## src/rtl/vga_sync_gen_if.sv

```systemverilog
// Raster timing bundle from the sync generator to the pixel/colour block.
// Latency: n/a (signal bundle only).
// Backpressure: none; the consumer samples the raster whenever p_tick is high.
interface vga_sync_gen_if;
  logic       p_tick;
  logic [9:0] x;
  logic [9:0] y;
  logic       video_on;
  logic       hsync;
  logic       vsync;
  logic       frame_end;

  // Generator side drives the raster.
  modport master (
    output p_tick, x, y, video_on, hsync, vsync, frame_end
  );

  // Pixel block and game logic only observe it.
  modport slave (
    input p_tick, x, y, video_on, hsync, vsync, frame_end
  );
endinterface

```

## src/rtl/vga_sync_gen.sv

```systemverilog
// VGA raster timing: pixel-enable divider, x/y counters, sync/blank/frame-end flags.
// Latency: flags are registered from next (x, y), so they align with x/y; p_tick one clk after divider terminal count.
// Backpressure: none; the raster free-runs and never stalls.
module vga_sync_gen #(
  parameter int CLK_DIV   = 4,
  parameter int H_DISPLAY = 640,
  parameter int H_FRONT   = 16,
  parameter int H_SYNC    = 96,
  parameter int H_BACK    = 48,
  parameter int V_DISPLAY = 480,
  parameter int V_FRONT   = 10,
  parameter int V_SYNC    = 2,
  parameter int V_BACK    = 33,
  parameter bit SYNC_POL  = 1'b0
) (
  input  logic           clk,
  input  logic           reset,
  vga_sync_gen_if.master vga
);

  localparam int H_TOTAL = H_DISPLAY + H_FRONT + H_SYNC + H_BACK;
  localparam int V_TOTAL = V_DISPLAY + V_FRONT + V_SYNC + V_BACK;

  // A 1-bit divider is kept even for CLK_DIV == 1; it simply sits at 0 and wraps every clk.
  localparam int DIV_W = (CLK_DIV > 1) ? $clog2(CLK_DIV) : 1;
  localparam logic [DIV_W-1:0] DIV_LAST = DIV_W'(CLK_DIV - 1);

  localparam logic [9:0] X_LAST   = 10'(H_TOTAL - 1);
  localparam logic [9:0] Y_LAST   = 10'(V_TOTAL - 1);
  localparam logic [9:0] X_VIS    = 10'(H_DISPLAY);
  localparam logic [9:0] Y_VIS    = 10'(V_DISPLAY);
  localparam logic [9:0] HS_START = 10'(H_DISPLAY + H_FRONT);
  localparam logic [9:0] HS_END   = 10'(H_DISPLAY + H_FRONT + H_SYNC - 1);
  localparam logic [9:0] VS_START = 10'(V_DISPLAY + V_FRONT);
  localparam logic [9:0] VS_END   = 10'(V_DISPLAY + V_FRONT + V_SYNC - 1);

  logic [DIV_W-1:0] div_q, div_d;
  logic             wrap;
  logic [9:0]       x_q, x_d;
  logic [9:0]       y_q, y_d;
  logic             p_tick_q, p_tick_d;
  logic             video_on_q, video_on_d;
  logic             hsync_q, hsync_d;
  logic             vsync_q, vsync_d;
  logic             frame_end_q, frame_end_d;

  // Next-state: divider wrap advances the raster; flags decode the coordinate about to be loaded.
  always_comb begin
    wrap  = (div_q == DIV_LAST);
    div_d = wrap ? '0 : div_q + 1'b1;
    x_d   = x_q;
    y_d   = y_q;
    if (wrap) begin
      if (x_q == X_LAST) begin
        x_d = '0;
        y_d = (y_q == Y_LAST) ? '0 : y_q + 1'b1;
      end else begin
        x_d = x_q + 1'b1;
      end
    end
    p_tick_d    = wrap;
    video_on_d  = (x_d < X_VIS) && (y_d < Y_VIS);
    hsync_d     = ((x_d >= HS_START) && (x_d <= HS_END)) ? SYNC_POL : ~SYNC_POL;
    vsync_d     = ((y_d >= VS_START) && (y_d <= VS_END)) ? SYNC_POL : ~SYNC_POL;
    // Only the advancing edge into (0, V_DISPLAY) counts, so the pulse lasts one clk.
    frame_end_d = wrap && (x_d == '0) && (y_d == Y_VIS);
  end

  // Pixel-enable divider.
  always_ff @(posedge clk or posedge reset) begin
    if (reset) begin
      div_q    <= '0;
      p_tick_q <= 1'b0;
    end else begin
      div_q    <= div_d;
      p_tick_q <= p_tick_d;
    end
  end

  // Raster position and its decoded flags, loaded together so they stay aligned.
  always_ff @(posedge clk or posedge reset) begin
    if (reset) begin
      x_q         <= '0;
      y_q         <= '0;
      video_on_q  <= 1'b1;
      hsync_q     <= ~SYNC_POL;
      vsync_q     <= ~SYNC_POL;
      frame_end_q <= 1'b0;
    end else begin
      x_q         <= x_d;
      y_q         <= y_d;
      video_on_q  <= video_on_d;
      hsync_q     <= hsync_d;
      vsync_q     <= vsync_d;
      frame_end_q <= frame_end_d;
    end
  end

  assign vga.p_tick    = p_tick_q;
  assign vga.x         = x_q;
  assign vga.y         = y_q;
  assign vga.video_on  = video_on_q;
  assign vga.hsync     = hsync_q;
  assign vga.vsync     = vsync_q;
  assign vga.frame_end = frame_end_q;

endmodule
```

## src/flat_wrapper.sv

```systemverilog
// flat-port wrapper written by rule: the top's interface ports become plain ports
module vga_sync_gen_flat 
#(
  parameter int CLK_DIV   = 4,
  parameter int H_DISPLAY = 640,
  parameter int H_FRONT   = 16,
  parameter int H_SYNC    = 96,
  parameter int H_BACK    = 48,
  parameter int V_DISPLAY = 480,
  parameter int V_FRONT   = 10,
  parameter int V_SYNC    = 2,
  parameter int V_BACK    = 33,
  parameter bit SYNC_POL  = 1'b0
)
  (clk, reset, vga_p_tick, vga_x, vga_y, vga_video_on, vga_hsync, vga_vsync, vga_frame_end);
  vga_sync_gen_if vga_i ();
  input  logic clk;
  input  logic reset;
  output wire logic [$bits(vga_i.p_tick)-1:0] vga_p_tick;
  output wire logic [$bits(vga_i.x)-1:0] vga_x;
  output wire logic [$bits(vga_i.y)-1:0] vga_y;
  output wire logic [$bits(vga_i.video_on)-1:0] vga_video_on;
  output wire logic [$bits(vga_i.hsync)-1:0] vga_hsync;
  output wire logic [$bits(vga_i.vsync)-1:0] vga_vsync;
  output wire logic [$bits(vga_i.frame_end)-1:0] vga_frame_end;
  assign vga_p_tick = vga_i.p_tick;
  assign vga_x = vga_i.x;
  assign vga_y = vga_i.y;
  assign vga_video_on = vga_i.video_on;
  assign vga_hsync = vga_i.hsync;
  assign vga_vsync = vga_i.vsync;
  assign vga_frame_end = vga_i.frame_end;
  vga_sync_gen #(.CLK_DIV(CLK_DIV), .H_DISPLAY(H_DISPLAY), .H_FRONT(H_FRONT), .H_SYNC(H_SYNC), .H_BACK(H_BACK), .V_DISPLAY(V_DISPLAY), .V_FRONT(V_FRONT), .V_SYNC(V_SYNC), .V_BACK(V_BACK), .SYNC_POL(SYNC_POL)) u_core (.clk(clk), .reset(reset), .vga(vga_i));
endmodule
```

## config.mk

```make
export PLATFORM = sky130hd
export DESIGN_NAME = vga_sync_gen_flat
export DESIGN_NICKNAME = d
export VERILOG_FILES = /design/src/rtl/vga_sync_gen_if.sv /design/src/rtl/vga_sync_gen.sv /design/src/flat_wrapper.sv
export SDC_FILE = /design/constraint.sdc
export NUM_CORES = 1
export LEC_CHECK = 0
export BUFFER_PORTS_ARGS = -buffer_cell sky130_fd_sc_hd__buf_2
export CELL_PAD_IN_SITES_DETAIL_PLACEMENT = 2
export CELL_PAD_IN_SITES_GLOBAL_PLACEMENT = 2
export CORE_MARGIN = 5
export CORE_UTILIZATION = 32
export CTS_BUF_LIST = sky130_fd_sc_hd__clkbuf_4
export DETAILED_ROUTE_END_ITERATION = 7
export GPL_TIMING_DRIVEN = 0
export PLACE_DENSITY_LB_ADDON = 0.08
export SYNTH_ARGS = -nofsm -noshare
export SYNTH_HDL_FRONTEND = slang
export SYNTH_SLANG_ARGS = --single-unit
```

## constraint.sdc

```tcl
create_clock -name clk -period 2.2 [get_ports clk]
set_input_delay 0.11 -clock clk [delete_from_list [all_inputs] [get_ports clk]]
set_output_delay 0.11 -clock clk [all_outputs]
set_load 0.05 [all_outputs]
```

==> results of run 1 <==
## critical path, stage by stage (launching register included)
cell and delay, ns:
dfrtp_2 0.48, or3_4 0.41, nor4b_4 0.36, buf_6 0.20
o21ai_2 0.08, a2111oi_4 0.36, and4bb_1 0.24
## registers in the layout, indices dropped and copies added, names as in the netlist
name / flops
u_core.div_q: 2
u_core.vga.frame_end: 1
u_core.vga.hsync: 1
u_core.vga.p_tick: 1
u_core.vga.video_on: 1
u_core.vga.vsync: 1
u_core.vga.x: 10
u_core.vga.y: 10
## cells in the final DEF (no fill, tap or decap), types with 2 or more instances in the layout
cell type  synthesis  layout
a211oi_1           3       2
a21oi_1            5       5
a31oi_1            3       3
and2_1             2       2
and3_1             4       4
and4bb_1           2       2
buf_2              0      26
buf_4              2       5
clkbuf_4           0       3
dfrtp_1           24      19
dfrtp_2            0       5
dfstp_2            3       3
ha_2               0       2
inv_1              5       5
mux2_2             3       3
mux2i_1            3       3
nand2_1           17      16
nand2b_1           2       2
nand3_1            5       5
nand3b_1           2       2
nand4_1            6       6
nor2_1            18      18
nor3_1             2       2
o21ai_0           11      10
o31ai_1            2       2
xnor2_1            4       4
xor2_1             4       4
## through the flow
stage               instance area, um^2  total power [uW]  setup WS (ns)  util [%]  instances
detailed placement                 1830               517         -0.117      38.4        255
global placement                   1830               517         -0.109      38.4        255
CTS                                1900               757        -0.0346      40.0        261
finish                             1930               731        0.00752      40.5        262
global route                       1930               781        -0.0921      40.5        262
floorplan                          1610               513       -0.00440         -        162
## repair_timing
item	in CTS	in global routing
endpoints found under the setup margin	2	4
gates cloned	0	0
pin swaps	0	3
gates resized for setup	4	7
buffers inserted	2	1
## power groups by stage
stage | Sequential [uW] | Combinational, uW | Clock [uW]
floorplan | 506 | 7.31 | 0
global placement | 506 | 11.1 | 0
detailed placement | 506 | 11.5 | 0
CTS | 497 | 11.5 | 249
global route | 497 | 13.4 | 270
finish | 497 | 10.4 | 223
## layout make-up
cell class | count | area share [%]
well taps | 67 | 4.35
clock inverters | 1 | 0.260
multi-input cells | 124 | 47.1
repair buffers | 29 | 7.93
plain buffers | 6 | 2.60
flip-flops and latches | 27 | 35.6
inverters | 5 | 0.975
clock buffers | 3 | 1.17
## layer usage
| layer | vias to the layer above | part of all wire (%) | global-route usage (%) |
|---|---|---|---|
| li1 | 653 | - | - |
| met1 | 699 | 49 | 21.5 |
| met2 | 18 | 47 | 25.3 |
| met3 | 2 | 3.1 | 2.47 |
| met4 | 0 | 0.47 | 3.55 |
| met5 | - | 0 | 0 |
## kinds of logic after synthesis
family / Yosys count
AND/OR/NAND/NOR: 73
AO/OA/AOI/OAI: 33
flip-flops: 27
buffers and inverters: 11
XOR/XNOR: 8
multiplexers: 6
adder cells (fa/ha/maj): 4
## how the worst max path moves through the flow
stage | end | slack [ns]
finish | u_core.vga.frame_end | 0.008
global placement | u_core.vga.frame_end | -0.11
detailed placement | u_core.vga.frame_end | -0.12
CTS | u_core.vga.frame_end | -0.03
floorplan | u_core.vga.frame_end | -0.004
global route | u_core.vga.frame_end | -0.09
==> flow_metrics.env, run 1 <==
export IMPL_clkTransAtPathRegs_ns=0.15
export IMPL_rsz0062_at_grt="true"
export IMPL_yosys_warnings=0
export IMPL_place_gp_congestion=0.803
export IMPL_seq_area_frac_synth_pct=42.8
export IMPL_critPathArrivalTime_ns=2.47
export IMPL_drt_initial_drc_count=30
export IMPL_die_area_um2=6470
export IMPL_r2r_start="u_core.vga.x[5]"
export IMPL_start_util_pct=33.4
export IMPL_startpoint="u_core.vga.x[5]"
export IMPL_fin_tns_setup_ns=0
export IMPL_synth_top_area_cell="dfrtp_1"
export IMPL_dp_hpwl_mm=3.42
export IMPL_synthDistinctLibCells=49
export IMPL_cts_buffer_depth=2
export IMPL_multi_input_comb_area_um2=907
export IMPL_yosys_area_share_xor_xnor_pct=4.42
export IMPL_drive_gt1_share_pct=34.4
export IMPL_rows=25
export IMPL_drv_slew=0
export IMPL_ff2ff_setup_slack_ns=0.008
export IMPL_diodes=0
export IMPL_r2r_end="u_core.vga.frame_end"
export IMPL_antenna_found_initial=0
export IMPL_clock_sinks=27
export IMPL_synthArstFlopShare_pct=100
export IMPL_power_frac_comb_pct=1.4
export IMPL_clk_root_buffer_cell="clkbuf_4"
export IMPL_synth_seq_cells=27
export IMPL_port_buffers=26
export IMPL_die_y_um=80.4
export IMPL_endpoint_kind="register"
export IMPL_crit_required_ns=2.48
export IMPL_drc=0
export IMPL_fin_worst_skew_ns=0.00790
export IMPL_synth_top_family_by_area="simple AND/OR/NAND/NOR gates"
export IMPL_track_usage_pct=15.5
export IMPL_syn_inst=162
export IMPL_leakagePower_uw=0.000848
export IMPL_hold_path_class="in2async"
export IMPL_grt_overflow_total=0
export IMPL_final_seq_area_um2=686
export IMPL_synth_area_top_cells="dfrtp_1, dfstp_2, nor2_1"
export IMPL_wl_per_cell_um=17.1
export IMPL_p_int_uw=566
export IMPL_num_io_pins=27
export IMPL_worstMarginPinSlew_ns=1.04
export IMPL_drv_cap=0
export IMPL_grt_pass1_wl_mm=7.96
export IMPL_ys_flop_type="dfrtp_1"
export IMPL_synth_adder_area_share_pct=3.15
export IMPL_vias_per_cell=5.24
export IMPL_ff2ff_path_depth=6
export IMPL_drt_total_wl_mm=4.49
export IMPL_grt_start_max_net_pins=28
export IMPL_outcome="finished, final reports clean"
export IMPL_crit_path_max_fanout=10
export IMPL_period_needed_ns=2.19
export IMPL_synthTopCellsByCount="dfrtp_1, nor2_1, nand2_1"
export IMPL_synth_edf_count=0
export IMPL_max_freq_mhz=456
export IMPL_final_fill_count=542
export IMPL_drtPass1Iterations=3
export IMPL_synth_area_per_cell_um2=9.79
export IMPL_final_nets=202
export IMPL_p_per_area_nw_per_um2=379
export IMPL_cts_max_level=1
export IMPL_start_kind="register"
export IMPL_yosysMostFrequentCell="dfrtp_1"
export IMPL_cts_hold_fix_buffers=0
export IMPL_syn2layout_area_growth_pct=21.4
export IMPL_via_count=1372
export IMPL_grt_pass1_vias=1529
export IMPL_ant_nets=0
export IMPL_synth_nets=168
export IMPL_period_share_pct=99.7
export IMPL_seqPwrFrac_pct=68.0
export IMPL_synth_compound_area_share_pct=14.3
export IMPL_synth_simple_area_share_pct=27.7
export IMPL_synthMuxAreaShare_pct=4.02
export IMPL_path_class="reg2reg"
export IMPL_clkLatencyLatePin_ns=0.33
export IMPL_cts_tree="yes"
export IMPL_synth_top_area_share_pct=37.9
export IMPL_holdWs_ns=0.00424
export IMPL_switchingPower_uw=165
export IMPL_syn_area_um2=1590
export IMPL_clkPwrFrac_pct=30.6
export IMPL_worst_ir_drop_vdd_v=0.000160
export IMPL_core_um2=4750
export IMPL_fp_dieW_um=80.4
export IMPL_p_sw_share_pct=22.6
export IMPL_setup_viol=0
export IMPL_cts_made_buffers=3
export IMPL_maxSlewHeadroom_pct=30.5
export IMPL_finalHoldViolations=0
Power figures use the tool's default switching activity.
==> run 2: changes to the inputs <==
Settings changed: ABC_AREA set to 1, CAP_MARGIN set to 20, CORE_UTILIZATION 32 to 29.
==> run 2 against run 1 <==
  * Hold slack gained 0.33 ns
  * Clock power is 9.0% higher
  * Critical path depth grew 4
  * Die area is 10% higher
  * Synthesized area increased by 1.3%
  * Clock skew decreased by 0.0032 ns
  * Global-route usage is 1.4 points lower
  * Critical path type unchanged
  * Critical endpoint unchanged
  * Largest cell class unchanged
  * Highest routed layer unchanged
==> flow_metrics.env, run 2 <==
export IMPL_syn_inst=218
export IMPL_cts_buffer_depth=2
export IMPL_crit_path_max_fanout=10
export IMPL_max_freq_mhz=509
export IMPL_critPathArrivalTime_ns=2.25
export IMPL_synth_top_area_cell="dfrtp_1"
export IMPL_cts_tree="yes"
export IMPL_fin_tns_setup_ns=0
export IMPL_fin_util_pct=35.3
export IMPL_die_area_um2=7130
export IMPL_drive_gt1_share_pct=20.9
export IMPL_syn_area_um2=1610
export IMPL_dp_hpwl_mm=3.76
export IMPL_worstMarginPinSlew_ns=0.540
export IMPL_grt_overflow_total=0
export IMPL_hold_path_class="in2async"
export IMPL_period_share_pct=89.3
export IMPL_leakagePower_uw=0.00105
export IMPL_p_per_area_nw_per_um2=395
export IMPL_synth_area_per_cell_um2=7.38
export IMPL_fp_dieW_um=84.5
export IMPL_synthArstFlopShare_pct=100
export IMPL_synth_area_top_cells="dfrtp_1, nand2_1, inv_1"
export IMPL_final_nets=260
export IMPL_drt_initial_drc_count=34
export IMPL_grt_pass1_wl_mm=8.11
export IMPL_synth_edf_count=0
export IMPL_diodes=0
export IMPL_yosysMostFrequentCell="nand2_1"
export IMPL_maxSlewHeadroom_pct=64.0
export IMPL_antenna_found_initial=0
export IMPL_clock_sinks=27
export IMPL_synth_nets=224
export IMPL_synth_seq_cells=27
export IMPL_synthTopCellsByCount="nand2_1, inv_1, dfrtp_1, nor2_1, nand3_1"
export IMPL_outcome="finished, final reports clean"
export IMPL_finalHoldViolations=0
export IMPL_drt_total_wl_mm=4.72
export IMPL_final_cell_area_um2=1920
export IMPL_wl_per_cell_um=14.5
export IMPL_endpoint_kind="register"
export IMPL_rows=27
export IMPL_synthDistinctLibCells=24
export IMPL_core_um2=5440
export IMPL_setup_viol=0
export IMPL_drv_cap=0
export IMPL_ant_nets=0
export IMPL_die_y_um=84.5
export IMPL_vias_per_cell=4.60
export IMPL_drv_slew=0
export IMPL_start_util_pct=29.6
export IMPL_cts_made_buffers=3
export IMPL_start_kind="register"
export IMPL_ys_flop_type="dfrtp_1"
export IMPL_synth_top_area_share_pct=37.4
export IMPL_clk_root_buffer_cell="clkbuf_4"
export IMPL_track_usage_pct=14.1
export IMPL_via_count=1494
export IMPL_grt_pass1_vias=1632
export IMPL_yosys_warnings=0
export IMPL_num_io_pins=27
export IMPL_port_buffers=26
export IMPL_period_needed_ns=1.97
export IMPL_cts_max_level=1
export IMPL_clkLatencyLatePin_ns=0.34
export IMPL_dp_slack_ns=0.185
export IMPL_drc=0
export IMPL_crit_required_ns=2.48
export IMPL_worst_ir_drop_vdd_v=0.000240
export IMPL_drtPass1Iterations=4
export IMPL_clkTransAtPathRegs_ns=0.16
export IMPL_seq_area_frac_synth_pct=42.3
export IMPL_final_common_cell="nand2_1"
export IMPL_grt_start_max_net_pins=18
export IMPL_final_cell_mix="nand2_1, inv_1, buf_2, nor2_1, dfrtp_1"
export IMPL_fin_worst_skew_ns=0.00469
export IMPL_placed_cell_area_um2=1860
export IMPL_place_gp_congestion=0.732
export IMPL_fin_ws_ns=0.235
export IMPL_path_class="reg2reg"
export IMPL_syn2layout_area_growth_pct=19.5
## run 2: cell count changes in the layout (fill, tap and decap cells not counted), sizes merged, moves of 3 or more
| cell | delta |
|---|---|
| nor2 | +11 |
| mux2 | -3 |
| a21oi | -4 |
| mux2i | -3 |
| and3 | -5 |
| nand3 | +20 |
| nand2 | +33 |
| a211oi | -3 |
| inv | +43 |
| xnor2 | -4 |
| a31oi | -3 |
## run 2: cells by family (layout without fill, tap and decap cells)
kind of cell	count (synthesis)	count (layout)	synth area share, %
compound gates	14	14	5.14
xor+xnor	4	4	2.65
fa+ha+maj	4	4	3.11
buf+inv	51	86	12.9
flops	27	27	42.3
simple gates	118	118	33.9
## run 2: timing repair
| item | CTS | global route |
|---|---|---|
| hold endpoints to repair | 9 | 0 |
| gates resized for setup | 0 | 1 |
| setup endpoints to repair | 0 | 2 |
| buffers inserted | 0 | 3 |
| hold buffers | 1 | 0 |
## run 2: through the flow
step / instances / total power (uW) / hold WS, ns
CTS: 322 / 775 / 0.331
floorplan: 218 / 513 / 0.160
global route: 325 / 796 / 0.374
global placement: 316 / 517 / 0.424
detailed placement: 317 / 524 / 0.186
finish: 325 / 758 / 0.334
## run 2: critical path, stage by stage, from the launching register on
cell      delay, ns
dfrtp_1        0.39
ha_1           0.27
clkbuf_4       0.25
inv_1          0.11
o21ai_0        0.28
nand3_1        0.12
nor2_1         0.12
nand2_1        0.06
nor2_1         0.11
nand3_1        0.09
nor2_1         0.09
## run 2: power by group
group	switching, uW	leakage [uW]	internal, uW	total [uW]
Combinational	11.3	0.000674	6.80	18.1
Sequential	0	0.000353	497	497
Clock	160	0.0000184	83.5	243
Total	171	0.00105	587	758
## run 2: final timing paths
| kind | start | end | slack (ns) | cells past startpoint |
|---|---|---|---|---|
| max | u_core.div_q[0] | u_core.vga.frame_end | 0.23 | 10 |
| min in group clk | u_core.div_q[0] | u_core.div_q[0] | 0.47 | 1 |
| min reg2reg | u_core.div_q[0] | u_core.div_q[0] | 0.47 | 1 |
| max reg2reg | u_core.div_q[0] | u_core.vga.frame_end | 0.23 | 10 |
| max in group asynchronous | reset | u_core.vga.vsync | 1.32 | 4 |
| min | reset | u_core.vga.x[4] | 0.33 | 3 |
## run 2: cell type report
cell class,count,area [um^2]
timing repair buffer,31,190
tap,72,90.1
inverter,48,180
buffer,3,30.0
sequential,27,679
multi-input combinational,140,721
clock buffer,4,30.0
fill,670,3520
## run 2: layer usage
| metal | global-route usage [%] | vias to the layer above | wire (um) |
|---|---|---|---|
| li1 | - | 740 | - |
| met1 | 19.4 | 731 | 2360 |
| met2 | 23.7 | 21 | 2210 |
| met3 | 2.75 | 2 | 126 |
| met4 | 2.16 | 0 | 29 |
| met5 | 0 | - | 0 |
==> run 3: changes to the inputs <==
Settings changed: CORE_MARGIN 5 to not set, SLEW_MARGIN set to 15.
==> run 3 against run 2 <==
  * Cell count shrank 0.92%
  * Count of clock-buffer cells in the layout is the same
  * Sequential power about the same
  * Fmax decreased by 0.17%
  * Largest power group unchanged
==> flow_metrics.env, run 3 (synthesis gave the netlist of run 2 again) <==
export IMPL_ff2ff_path_depth=10
export IMPL_antenna_found_initial=0
export IMPL_crit_path_max_fanout=10
export IMPL_p_per_area_nw_per_um2=396
export IMPL_finalHoldViolations=0
export IMPL_dp_hpwl_mm=3.63
export IMPL_start_kind="register"
export IMPL_die_area_um2=5850
export IMPL_r2r_start="u_core.div_q[0]"
export IMPL_cts_tree="yes"
export IMPL_period_needed_ns=1.97
export IMPL_wl_per_cell_um=14.1
export IMPL_drtPass1Iterations=3
export IMPL_start_util_pct=30.7
export IMPL_max_freq_mhz=508
export IMPL_syn2layout_area_growth_pct=18.8
export IMPL_setup_viol=0
export IMPL_drive_gt1_share_pct=20.6
export IMPL_drc=0
export IMPL_grt_overflow_total=0
export IMPL_maxSlewHeadroom_pct=58.4
export IMPL_seqPwrFrac_pct=65.7
export IMPL_cts_buffer_depth=2
export IMPL_crit_required_ns=2.48
export IMPL_switchingPower_uw=169
export IMPL_grt_pass1_vias=1550
export IMPL_drt_total_wl_mm=4.54
export IMPL_final_cell_mix="nand2_1, inv_1, buf_2, nor2_1, dfrtp_1"
export IMPL_cts_max_level=1
export IMPL_cts_made_buffers=3
export IMPL_final_common_cell="nand2_1"
export IMPL_drv_slew=0
export IMPL_leakagePower_uw=0.00104
export IMPL_core_um2=5240
export IMPL_clk_root_buffer_cell="clkbuf_4"
export IMPL_num_io_pins=27
export IMPL_cpMostUsedCell="nor2_1"
export IMPL_worst_ir_drop_vdd_v=0.000168
export IMPL_max_stage_delay_ns=0.39
export IMPL_worstMarginPinSlew_ns=0.623
export IMPL_cp_cell_sequence="ha_1, clkbuf_4, inv_1, o21ai_0, nand3_1, nor2_1, nand2_1, nor2_1, nand3_1, nor2_1"
export IMPL_critPathArrivalTime_ns=2.25
export IMPL_place_gp_congestion=0.704
export IMPL_grt_start_max_net_pins=15
export IMPL_ant_nets=0
export IMPL_period_share_pct=89.5
export IMPL_final_nets=259
export IMPL_path_class="reg2reg"
export IMPL_crit_slowest_cell="dfrtp_1"
export IMPL_fin_tns_setup_ns=0
export IMPL_track_usage_pct=16.9
export IMPL_vias_per_cell=4.55
export IMPL_port_buffers=26
export IMPL_fin_util_pct=36.5
export IMPL_clock_sinks=27
export IMPL_p_sw_share_pct=22.4
export IMPL_rsz0062_at_grt="false"
export IMPL_r2r_end="u_core.vga.frame_end"
export IMPL_endpoint_kind="register"
export IMPL_rows=26
export IMPL_die_y_um=76.5
export IMPL_drv_cap=0
export IMPL_hold_path_class="in2async"
export IMPL_fp_dieW_um=76.5
export IMPL_diodes=0
export IMPL_holdWs_ns=0.382
export IMPL_fin_worst_skew_ns=0.00454
export IMPL_clkLatencyLatePin_ns=0.33
export IMPL_p_int_uw=587
export IMPL_ff2ff_setup_slack_ns=0.23
export IMPL_clkPwrFrac_pct=31.9
export IMPL_drt_initial_drc_count=54
export IMPL_power_frac_comb_pct=2.4
export IMPL_outcome="finished, final reports clean"
export IMPL_final_fill_count=646
export IMPL_via_count=1464
export IMPL_grt_pass1_wl_mm=7.77
export IMPL_clkTransAtPathRegs_ns=0.16
-- run 3: power by group through the flow --
| stage | sequential, uW | combinational, uW | clock (uW) |
|---|---|---|---|
| floorplan | 506 | 7.31 | 0 |
| global placement | 506 | 11.6 | 0 |
| detailed placement | 506 | 18.4 | 0 |
| CTS | 497 | 19.8 | 264 |
| global route | 497 | 21.0 | 274 |
| finish | 497 | 18.2 | 241 |
-- run 3: worst max-delay path by stage --
stage / from / slack, ns / end
floorplan: u_core.vga.x[0] / 0.13 / u_core.vga.video_on
global placement: u_core.vga.x[0] / 0.21 / u_core.vga.vsync
detailed placement: u_core.vga.x[0] / 0.19 / u_core.vga.vsync
CTS: u_core.vga.x[0] / 0.17 / u_core.vga.vsync
global route: u_core.vga.x[1] / 0.02 / u_core.vga.frame_end
finish: u_core.div_q[0] / 0.23 / u_core.vga.frame_end
-- run 3: layout make-up --
type | instances | area [um^2] | share of cell area, %
multi-input combinational | 140 | 721 | 37.7
timing repair buffer | 30 | 183 | 9.56
clock buffer | 4 | 30.0 | 1.57
inverter | 48 | 180 | 9.43
tap | 70 | 87.6 | 4.58
buffer | 3 | 30.0 | 1.57
sequential | 27 | 679 | 35.6
-- run 3: worst max-delay path: cells and delay by family (launching register included) --
kind,cells,cell delay (ns)
AOI/OAI and AO/OA,1,0.28
and+or+nand+nor,6,0.63
adders and majority gates,1,0.26
buffers and inverters,2,0.36
DFF,1,0.39
-- run 3: per-layer routing --
layer	GRT usage [%]	vias to the layer above	share of wire, %
li1	-	746	-
met1	24.0	698	51
met2	27.4	18	46
met3	2.28	2	1.8
met4	3.46	0	0.60
met5	0	-	0
-- run 3: repair_timing --
item / CTS / global route
buffers inserted: 0 / 2
hold buffers: 1 / 0
gates resized for setup: 0 / 1
endpoints found under the setup margin: 0 / 3
endpoints found under the hold margin: 12 / 0
-- run 3: per-stage QoR --
stage               area [um^2]  power [uW]  std cells  setup slack [ns]
global route               1910         792        322            0.0178
finish                     1910         756        322             0.232
CTS                        1890         781        320             0.170
detailed placement         1850         524        315             0.191
floorplan                  1610         513        218             0.128
global placement           1830         517        314             0.206
